### src/rtl/pe_array_pkg.sv
// Shared types and sizing helpers for the PE-array scheduler.
package pe_array_pkg;

    typedef enum logic [2:0] {
        IDLE,
        LOAD_W,
        STREAM,
        DRAIN,
        FIN
    } sched_state_e;

    // Cycles needed for the last vector to ripple through all rows and columns.
    function automatic int unsigned drain_len(input int unsigned rows, input int unsigned cols);
        return rows + cols - 1;
    endfunction

    function automatic int unsigned cnt_width(input int unsigned rows, input int unsigned cols,
                                              input int unsigned cnt_w);
        longint unsigned lim;
        longint unsigned vmax;
        int unsigned w;
        lim  = longint'(rows) + longint'(cols);
        vmax = (64'd1 << cnt_w) - 64'd1;
        if (vmax > lim) lim = vmax;
        w = 1;
        while ((64'd1 << w) <= lim) w++;
        return w;
    endfunction

endpackage

### src/rtl/pe_valid_pipe.sv
// psum_valid delay line: one stage per PE row, advancing only when the array is enabled.
module pe_valid_pipe #(
    parameter int unsigned DEPTH = 16
) (
    input  logic CLK,
    input  logic RESET,
    input  logic en,
    input  logic din,
    output logic dout
);

    logic [DEPTH-1:0] sr;

    always_ff @(posedge CLK) begin
        if (RESET) begin
            sr <= '0;
        end else if (en) begin
            sr[0] <= din;
            for (int unsigned i = 1; i < DEPTH; i++) begin
                sr[i] <= sr[i-1];
            end
        end
    end

    assign dout = sr[DEPTH-1] & en;

endmodule

### src/rtl/pe_array_sched.sv
// Job scheduler for a systolic PE array: weight load, activation stream, drain, done.
// Optional macro PE_SCHED_WEIGHT_REUSE_EN adds keep_w to skip the weight load.
module pe_array_sched
    import pe_array_pkg::*;
#(
    parameter int unsigned NUM_PE   = 16,
    parameter int unsigned NUM_ROWS = 16,
    parameter int unsigned CNT_W    = 16
) (
    input  logic             CLK,
    input  logic             RESET,
    input  logic             start,
    input  logic [CNT_W-1:0] num_vec,
    input  logic             act_valid,
`ifdef PE_SCHED_WEIGHT_REUSE_EN
    input  logic             keep_w,
`endif
    output logic             busy,
    output logic             done,
    output logic             EN,
    output logic             W_EN,
    output logic             wt_rd,
    output logic             act_rd,
    output logic             psum_valid
);

    localparam int unsigned      CW         = cnt_width(NUM_ROWS, NUM_PE, CNT_W);
    localparam logic [CW-1:0]    LOAD_LAST  = CW'(NUM_ROWS - 1);
    localparam logic [CW-1:0]    DRAIN_LAST = CW'(drain_len(NUM_ROWS, NUM_PE) - 1);

    sched_state_e     state, state_nx;
    logic [CW-1:0]    cnt, cnt_nx;
    logic [CNT_W-1:0] nv_q;
    logic             skip_load;
    logic             vec_last;

`ifdef PE_SCHED_WEIGHT_REUSE_EN
    assign skip_load = keep_w;
`else
    assign skip_load = 1'b0;
`endif

    assign vec_last = (cnt == (CW'(nv_q) - CW'(1)));

    // One counter serves all phases; it restarts from zero on every state change.
    always_comb begin
        state_nx = state;
        cnt_nx   = cnt + CW'(1);
        busy     = (state != IDLE);
        done     = 1'b0;
        EN       = 1'b0;
        W_EN     = 1'b0;
        wt_rd    = 1'b0;
        act_rd   = 1'b0;
        case (state)
            IDLE: begin
                if (start) begin
                    if (skip_load) state_nx = (num_vec == '0) ? FIN : STREAM;
                    else           state_nx = LOAD_W;
                end
            end
            LOAD_W: begin
                W_EN  = 1'b1;
                wt_rd = 1'b1;
                if (cnt == LOAD_LAST) state_nx = (nv_q == '0) ? FIN : STREAM;
            end
            STREAM: begin
                EN     = act_valid;
                act_rd = act_valid;
                cnt_nx = cnt + {{(CW-1){1'b0}}, act_valid};
                if (act_valid && vec_last) state_nx = DRAIN;
            end
            DRAIN: begin
                EN = 1'b1;
                if (cnt == DRAIN_LAST) state_nx = FIN;
            end
            FIN: begin
                done     = 1'b1;
                state_nx = IDLE;
            end
            default: state_nx = IDLE;
        endcase
        if (state_nx != state || state == IDLE) cnt_nx = '0;
    end

    always_ff @(posedge CLK) begin
        if (RESET) begin
            state <= IDLE;
            cnt   <= '0;
            nv_q  <= '0;
        end else begin
            state <= state_nx;
            cnt   <= cnt_nx;
            if (state == IDLE && start) nv_q <= num_vec;
        end
    end

    pe_valid_pipe #(
        .DEPTH(NUM_ROWS)
    ) u_valid_pipe (
        .CLK  (CLK),
        .RESET(RESET),
        .en   (EN),
        .din  (act_rd),
        .dout (psum_valid)
    );

endmodule

### config.mk
export PLATFORM = sky130hd
export DESIGN_NAME = pe_array_sched
export DESIGN_NICKNAME = d
export VERILOG_FILES = /design/src/rtl/pe_array_pkg.sv /design/src/rtl/pe_valid_pipe.sv /design/src/rtl/pe_array_sched.sv
export SDC_FILE = /design/constraint.sdc
export NUM_CORES = 1
export LEC_CHECK = 0
export BUFFER_PORTS_ARGS = -buffer_cell sky130_fd_sc_hd__buf_2
export CAP_MARGIN = 20
export CORE_AREA = 2 2 68 70
export DETAILED_ROUTE_END_ITERATION = 16
export DIE_AREA = 0 0 70 72
export PLACE_DENSITY = 0.79
export SLEW_MARGIN = 30
export SYNTH_ARGS = -nofsm -noshare
export SYNTH_HDL_FRONTEND = slang
export SYNTH_SLANG_ARGS = --single-unit
### constraint.sdc
create_clock -name CLK -period 4.9 [get_ports CLK]
set_clock_uncertainty 0.15 [all_clocks]
set_input_delay 0.98 -clock CLK [delete_from_list [all_inputs] [get_ports CLK]]
set_output_delay 0.98 -clock CLK [all_outputs]
set_load 0.01 [all_outputs]
==> flow_summary.ini <==
[outcome]
status = finished, final reports clean

[cells_and_area]
drive_gt1_frac = 0.119
antenna_cells = 0
ff_latch_area_mm2 = 0.00102
nets = 375
design_area_mm2 = 0.00284
syn_to_final_growth_pct = 8.68
multi_input_area_mm2 = 0.00148
final_cells = 405
fillers = 361

[routing]
post_drt_wl_per_cell_um = 13.2
drt_iter0_drc = 103
ant_nets = 0
routed_wl_mm = 5.35
first_pass_iters = 4
viasPerCell = 5.66
route.detailed.drc = 0
vias = 2291

[place]
io_buffers = 26
numPlacedInstances = 397
placed_area_mm2 = 0.00274
hpwlAfterDp_mm = 3.95
routabilityCongestion = 0.846

[synth]
synth_area_mm2 = 0.00261
synth_top_area_cell = dfxtp_1
yosysUniqueCellTypes = 49
yosysSeqAreaShare = 0.391
synth-seq-cells = 51
synth_top_area_frac = 0.391
synth-edff-count = 0
ys_async_sr_fraction = 0
synth.area.top_cells = dfxtp_1, nand2_1, xor2_1, a21oi_1, xnor2_1
postSynthAreaPerCell_um2 = 7.81
synth_ff_type = dfxtp_1
syn_inst = 334
yosysWarnings = 0
synthesis.nets = 357

[sta]
worstMarginPinSlew_ns = 0.864
drv_slew = 0
setup_tns_ns = 0
min_period_ns = 3.38
hold_violations = 0
relSlewSlack = 0.422
finalSetupViolCount = 0
period_share = 0.689
grt_setup_unrepaired = false
timing.fmax_mhz = 296

[clocking]
cts_hold_repair.buffers = 0
cts-root-buf = clkbuf_8
htreeDepth = 2
cts_buffers = 5
clockBufferDepth = 2
clk_pin_slew_ns = 0.09
cts_resized = 0
cts_tree = built
postCtsSetupBuffers = 0
cts.sinks = 51
clk_latency_ns = 0.31

[critical_path]
r2r_cells = 6
start_kind = input port
required_ns = 3.77
r2r_slack_ns = 1.71
end_kind = output port
crit_fanout = 17
reg2reg_to = cnt[5]$_SDFF_PP0_
worstPathArrival_ns = 2.25
r2r_start = nv_q[7]$_SDFFE_PP0P_
criticalPathCategory = in2out

[hold_path]
min_to = u_valid_pipe.sr[2]$_SDFFE_PP0P_
hp-start = u_valid_pipe.sr[1]$_SDFFE_PP0P_
hold_depth = 2
hold_path_class = reg2reg

[power_and_ir_drop]
vdd_drop_max_uv = 226
power_density_mw_per_mm2 = 284
p_leak_uw = 0.00105

[die]
dieArea_mm2 = 0.00504
dieWidth_um = 70
initial_core_util = 0.612
num_rows = 24
core_area_mm2 = 0.00426
ios = 27
die_y_um = 72

[run]
maxCapViolations = 0

[global_route]
first_global_vias = 2036
antenna_found_initial = 0
grt_max_degree = 36
grt_usage = 0.224
grt_pass1_wl_mm = 9.19
overflow = 0
[routing by layer]
| metal | global-route usage | vias to the layer above | share of wire |
|---|---|---|---|
| met5 | 0 | - | 0 |
| li1 | - | 1171 | - |
| met2 | 0.351 | 45 | 0.46 |
| met1 | 0.308 | 1067 | 0.48 |
| met3 | 0.0431 | 8 | 0.038 |
| met4 | 0.0919 | 0 | 0.019 |
[cell usage after synthesis, types with 4 or more instances]
library cell and instances:
xnor2_1 16, nand4_1 7, nor3_1 5, xor2_1 19, o21ai_0 6, inv_1 5
nor2_1 32, nand2_1 80, dfxtp_1 51, or3_1 4, nor4_1 6, clkbuf_1 13
nand3_1 4, a21oi_1 33
[worst max-delay path by stage]
stage | start | endpoint | slack (ns)
finish | act_valid | psum_valid | 1.52
CTS | act_valid | psum_valid | 1.53
global route | act_valid | psum_valid | 1.37
floorplan | act_valid | psum_valid | 1.70
global placement | act_valid | psum_valid | 1.52
detailed placement | act_valid | psum_valid | 1.54
[worst max-delay path: stages]
cell	delay (ns)
buf_2	0.11
o21ai_1	0.13
buf_4	0.22
clkinv_1	0.37
and2_1	0.30
buf_2	0.13
[through the flow]
step / setup slack, ns / total power (uW) / util / hold slack (ns)
floorplan: 1.70 / 533 / - / 0.282
finish: 1.52 / 806 / 0.665 / 0.308
global route: 1.37 / 840 / 0.665 / 0.328
detailed placement: 1.54 / 560 / 0.642 / 0.294
CTS: 1.53 / 812 / 0.665 / 0.310
global placement: 1.52 / 557 / 0.642 / 0.288
[placed cells by master, fill, tap and decap left out, drive strengths merged, types with 6 or more instances in the layout]
master and instances:
o21ai 7, nor2 32, nand4 7, nor4 6, a21oi 33, xor2 19, dfxtp 51, buf 28
xnor2 16, clkbuf 6, nand2 80
[layout make-up]
cell class | instances | area share
clock buffers | 6 | 0.0291
clock inverters | 2 | 0.00574
inverters | 6 | 0.00794
multi-input cells | 260 | 0.523
flip-flops and latches | 51 | 0.360
well taps | 52 | 0.0229
repair buffers | 28 | 0.0512
[report_power, final]
group / total [uW] / leakage, uW / switching [uW] / internal (uW)
logic: 112 / 0.000591 / 63.2 / 49.0
registers: 439 / 0.000414 / 15.9 / 423
clock network: 255 / 0.0000474 / 139 / 115
total: 806 / 0.00105 / 218 / 588
[logic make-up (layout without fill, tap and decap cells)]
family / count (synthesis) / after routing / share of synthesized area
XOR/XNOR: 35 / 35 / 0.118
buffers and inverters: 23 / 42 / 0.0403
flip-flops: 51 / 51 / 0.391
AO/OA/AOI/OAI: 61 / 61 / 0.152
adder cells (fa/ha/maj): 3 / 3 / 0.0144
multiplexers: 1 / 1 / 0.00432
AND/OR/NAND/NOR: 160 / 160 / 0.280
[registers in the layout, indices dropped and copies added, names as in the netlist]
register / cells
cnt: 16
u_valid_pipe.sr: 16
state: 3
nv_q: 16
No activity file was read; power rests on OpenSTA's default activity.
